**config.mk**
```make
export PLATFORM = sky130hd
export DESIGN_NAME = led_pattern_sequencer
export DESIGN_NICKNAME = d
export VERILOG_FILES = /design/src/rtl/led_pattern_sequencer.sv
export SDC_FILE = /design/constraint.sdc
export NUM_CORES = 1
export LEC_CHECK = 0
export CORE_UTILIZATION = 40
export DETAILED_ROUTE_END_ITERATION = 8
export MAX_ROUTING_LAYER = met4
export PLACE_DENSITY = 0.58
export SYNTH_ARGS = -nofsm -noshare
export SYNTH_HDL_FRONTEND = slang
export SYNTH_SLANG_ARGS = --single-unit
```
**constraint.sdc**
```tcl
create_clock -name clk -period 13 [get_ports clk]
set_clock_uncertainty 0.1 [all_clocks]
set_input_delay 2.6 -clock clk [delete_from_list [all_inputs] [get_ports clk]]
set_output_delay 2.6 -clock clk [all_outputs]
set_load 0.02 [all_outputs]
```
**src/rtl/led_pattern_sequencer.sv**
```systemverilog
// Table-driven LED pattern sequencer: plays STEPS entries of {pattern, dwell}.
// Supports one-shot or looped playback, table writes in any state, and stop.
//
//  state | meaning
//  ------+-----------------------------------------------------------
//  IDLE  | pattern_out holds IDLE_PAT, waiting for start
//  RUN   | driving table entry step_idx, dwell_cnt counting down to 0
module led_pattern_sequencer #(
    parameter int                 WIDTH    = 16,
    parameter int                 STEPS    = 8,
    parameter int                 TW       = 32,
    parameter logic [WIDTH-1:0]   IDLE_PAT = 16'hFF0F,
    localparam int                AW       = $clog2(STEPS)
) (
    input  logic             clk,
    input  logic             rst_n,
    input  logic             cfg_we,
    input  logic [AW-1:0]    cfg_addr,
    input  logic [WIDTH-1:0] cfg_pattern,
    input  logic [TW-1:0]    cfg_dwell,
    input  logic [AW-1:0]    cfg_last,
    input  logic             loop_en,
    input  logic             start,
    input  logic             stop,
    output logic [WIDTH-1:0] pattern_out,
    output logic [AW-1:0]    step_idx,
    output logic             busy,
    output logic             done
);

    typedef enum logic {S_IDLE = 1'b0, S_RUN = 1'b1} state_t;

    localparam logic [AW:0]   STEPS_W  = (AW+1)'(STEPS);
    localparam logic [AW-1:0] LAST_MAX = AW'(STEPS - 1);

    state_t           state, state_nxt;
    logic [WIDTH-1:0] pat_tbl   [STEPS];
    logic [TW-1:0]    dwell_tbl [STEPS];

    logic [TW-1:0]    dwell_cnt, cnt_nxt;
    logic [AW-1:0]    last_cur, last_nxt;
    logic [WIDTH-1:0] pat_nxt;
    logic [AW-1:0]    idx_nxt;
    logic             busy_nxt;
    logic             done_nxt;
    logic             load;
    logic [AW-1:0]    load_idx;
    logic [AW-1:0]    last_clamp;
    logic             addr_ok;

    assign last_clamp = ({1'b0, cfg_last} >= STEPS_W) ? LAST_MAX : cfg_last;
    assign addr_ok    = ({1'b0, cfg_addr} < STEPS_W);

    // Reads happen combinationally at step entry, so a same-edge write loads the old entry.
    always_ff @(posedge clk) begin
        if (!rst_n) begin
            for (int i = 0; i < STEPS; i++) begin
                pat_tbl[i]   <= '0;
                dwell_tbl[i] <= '0;
            end
        end else if (cfg_we && addr_ok) begin
            pat_tbl[cfg_addr]   <= cfg_pattern;
            dwell_tbl[cfg_addr] <= cfg_dwell;
        end
    end

    always_ff @(posedge clk) begin
        if (!rst_n) begin
            state       <= S_IDLE;
            pattern_out <= IDLE_PAT;
            step_idx    <= '0;
            busy        <= 1'b0;
            done        <= 1'b0;
            dwell_cnt   <= '0;
            last_cur    <= '0;
        end else begin
            state       <= state_nxt;
            pattern_out <= pat_nxt;
            step_idx    <= idx_nxt;
            busy        <= busy_nxt;
            done        <= done_nxt;
            dwell_cnt   <= cnt_nxt;
            last_cur    <= last_nxt;
        end
    end

    // dwell_cnt is loaded with the entry's dwell and counts down; a step ends at zero.
    always_comb begin
        state_nxt = state;
        pat_nxt   = pattern_out;
        idx_nxt   = step_idx;
        busy_nxt  = busy;
        done_nxt  = 1'b0;
        cnt_nxt   = dwell_cnt;
        last_nxt  = last_cur;
        load      = 1'b0;
        load_idx  = '0;

        case (state)
            S_IDLE: begin
                if (start && !stop) begin
                    state_nxt = S_RUN;
                    load      = 1'b1;
                    last_nxt  = last_clamp;
                end
            end
            S_RUN: begin
                if (stop) begin
                    state_nxt = S_IDLE;
                    pat_nxt   = IDLE_PAT;
                    idx_nxt   = '0;
                    busy_nxt  = 1'b0;
                    cnt_nxt   = '0;
                end else if (dwell_cnt != '0) begin
                    cnt_nxt = dwell_cnt - TW'(1);
                end else if (step_idx != last_cur) begin
                    load     = 1'b1;
                    load_idx = step_idx + AW'(1);
                end else if (loop_en) begin
                    load     = 1'b1;
                    last_nxt = last_clamp;
                end else begin
                    state_nxt = S_IDLE;
                    pat_nxt   = IDLE_PAT;
                    idx_nxt   = '0;
                    busy_nxt  = 1'b0;
                    cnt_nxt   = '0;
                    done_nxt  = 1'b1;
                end
            end
            default: state_nxt = S_IDLE;
        endcase

        if (load) begin
            pat_nxt  = pat_tbl[load_idx];
            cnt_nxt  = dwell_tbl[load_idx];
            idx_nxt  = load_idx;
            busy_nxt = 1'b1;
        end
    end

endmodule

```
==> reports/qor.txt <==
Status: finished, final reports clean
Largest net degree at the start of global routing: 69
Initial drt markers: 971
Worst Tran Pin Value: 1150 ps
Initial core utilization: 0.408
H-tree depth: 2
M1 WL: 24500 µm
#FFs+latches synth: 441
Tot GR Track Use: 0.228
Core Box Area: 0.0493 mm²
Seq/Total Area, Yosys: 0.631
CTS max path bufs: 3
Worst reg2reg path startpoint: step_idx[0]
Slew margin rel.: 0.235
# IOs: 81
Pwr Density: 141 mW/mm²
Final Cell Area: 0.0233 mm²
Register-to-Register Path Depth: 7
Antenna viol nets, final: 0
Cell family with most CP delay: simple AND/OR/NAND/NOR gates
Post-synth top area cell: edfxtp_1
Wire length on met3: 3140 µm
Syn Inst Count: 1578
Crit path to: dwell_cnt[24]
Async S/R FF share, synth: 0
Max layer used: met4
CTS tree: built
Share of cells above drive strength 1: 0.0888
RSZ-0062 raised after global routing: false
Num CTS Buffers: 49
CP cell instances: clkdlybuf4s50_1 -> nor2b_1 -> o31ai_1 -> nor4_1 -> nand2_2 -> buf_4 -> and3_1 -> a221oi_1 -> a22o_1
Most frequent cell after synthesis: and2_1
Worst setup path class: input port to flip-flop
DRC: 0
Critical Path Source Type: input port
Final #Nets: 1700
Syn_nets: 1641
First-pass GRT wire length: 83100 µm
Final hold vios: 0
Worst EP arrival: 6110 ps
Vias per cell: 5.51
Setup TNS: 0 ps
Initial antenna violation count: 4
Clk sinks: 441
R2R setup slack: 8520 ps
Vias: 12900
Met2 wire length: 26700 µm
Post-route minimum period: 5680 ps
DRT Wirelength: 55500 µm
Max VDD drop: 0.0971 mV
FMAX: 176 MHz
Post-DP HPWL: 31000 µm
Final Setup Violations: 0
Hold buffers post-CTS: 0
Critical-path top delay cell: nand2_2
RR Endpoint: dwell_cnt[25]
Fill cell count: 4451
Critical path fanouts, max: 23
Clock Tree Root: clkbuf_16
1st-pass router iterations: 5
Synth top cells by count: 385 x and2_1, 384 x edfxtp_1, 149 x mux2i_1
Vias in the first global route: 13000
Setup repair bufs after CTS: 0
WL/cell: 23.7 µm
Max_cap viols: 0
Max-slew violations: 0
Synth top area share: 0.574
Placed cell areas: 0.0217 mm²
FP Rows: 81
Critical Path RT: 13430 ps
Slowest stage delay, CP: 670 ps
Leak pwr: 8.89 nW
Worst Path Buf+Inv: 2
Crit path from: stop
Worst-path clk slew: 60 ps
Synth top area cells: edfxtp_1 57%, and2_1 12%, mux2i_1 7.4%, dfxtp_1 5.7%, nand2_1 1.8%
Synth unique cells: 63
Area delta synth->final: 15.9%
Final period util: 0.437
Startpoint of the worst hold path: busy
Die Wd: 226 µm
Cts repair resizes: 0
Final GP Congestion: 0.895
Ys flop type: edfxtp_1
Hold Crit Class: flip-flop to flip-flop
Die area: 0.0511 mm²
Port buffer count: 80
Clk_lat worst skew: 590 ps
Post-synthesis average cell area: 12.7 µm²
EDFF count, synth: 384
Yosys Warn Count: 0
Crit end category: flip-flop
Worst path depth: 9
Synthesized area: 0.0201 mm²
GRT overflow: 0
Die height: 226 µm
==> worst register-to-register path: cells and delay by family (launching register included) <==
kind	cells	cell delay (ps)
muxes	1	220
xor gates and xnor gates	1	220
DFF	1	720
buffers and inverters	1	990
and+or+nand+nor	2	1510
AOI/OAI and AO/OA	2	670
==> power breakdown <==
group | switching, mW | internal, mW
Clock | 0.569 | 0.825
Combinational | 0.155 | 0.0830
Sequential | 0.0332 | 1.63
Total | 0.757 | 2.53
==> layout make-up <==
class | count | area, µm² | share of cell area
inverters | 6 | 22.5 | 0.000967
multi-input cells | 1026 | 7110 | 0.305
flip-flops and latches | 441 | 12700 | 0.544
clock inverters | 24 | 216 | 0.00929
well taps | 664 | 831 | 0.0357
clock buffers | 68 | 1390 | 0.0597
repair buffers | 113 | 1040 | 0.0448
diodes | 3 | 7.51 | 0.000322
==> metrics by stage <==
| step | hold slack (ps) | util | worst slack [ps] | std cells | power (mW) |
|---|---|---|---|---|---|
| floorplan | 380 | - | 5870 | 1578 | 1.82 |
| global placement | 337 | 0.440 | 6750 | 2250 | 1.92 |
| detailed placement | 339 | 0.440 | 6750 | 2250 | 1.93 |
| CTS | 353 | 0.473 | 7360 | 2342 | 3.31 |
| global route | 382 | 0.473 | 7220 | 2344 | 3.39 |
| finish | 347 | 0.473 | 7320 | 2345 | 3.29 |
==> worst min-delay path by stage <==
stage | slack, ps | endpoint | depth (start not counted)
after global placement | 340 | busy | 2
after floorplan | 380 | last_cur[0] | 2
after CTS | 350 | busy | 2
after detailed placement | 340 | busy | 2
final | 350 | busy | 2
after global routing | 380 | busy | 2
==> cell families (layout without fill, tap and decap cells) <==
logic type	count (synthesis)	after routing	synth area share
buffers and inverters	111	211	0.0244
adder cells (fa/ha/maj)	3	3	0.00187
AO/OA/AOI/OAI	255	255	0.0882
multiplexers	150	150	0.0748
AND/OR/NAND/NOR	610	610	0.177
other	0	3	0
XOR/XNOR	8	8	0.00349
flip-flops	441	441	0.631
==> layout by cell type, fill, tap and decap left out, types with 7 or more instances in the layout <==
cell               n
nand3_1            7
a31oi_1            7
clkdlybuf4s50_1   79
o21ai_0           51
a21oi_1           51
a22o_1            24
mux2i_1          149
buf_4             33
clkbuf_1          12
and2_1           385
o31ai_1            7
a32oi_1           17
nand4_1            7
a2bb2oi_1         12
clkinv_2          13
nor2_1            22
nor3_1            26
dfxtp_1           57
clkbuf_16         51
edfxtp_1         384
a222oi_1          26
nand2_1           93
o22ai_1           14
nor4_1             8
==> layer usage <==
| metal | vias to the layer above | track usage |
|---|---|---|
| met5 | - | - |
| met4 | 0 | 0.0630 |
| met3 | 91 | 0.0310 |
| met2 | 424 | 0.371 |
| met1 | 6435 | 0.298 |
| li1 | 5977 | - |
==> registers in the layout (all words and copies together), names as in the netlist <==
register	count
state	1
step_idx	3
done	1
pat_tbl	128
dwell_tbl	256
busy	1
dwell_cnt	32
last_cur	3
pattern_out	16
(Power assumes the default switching activity.)
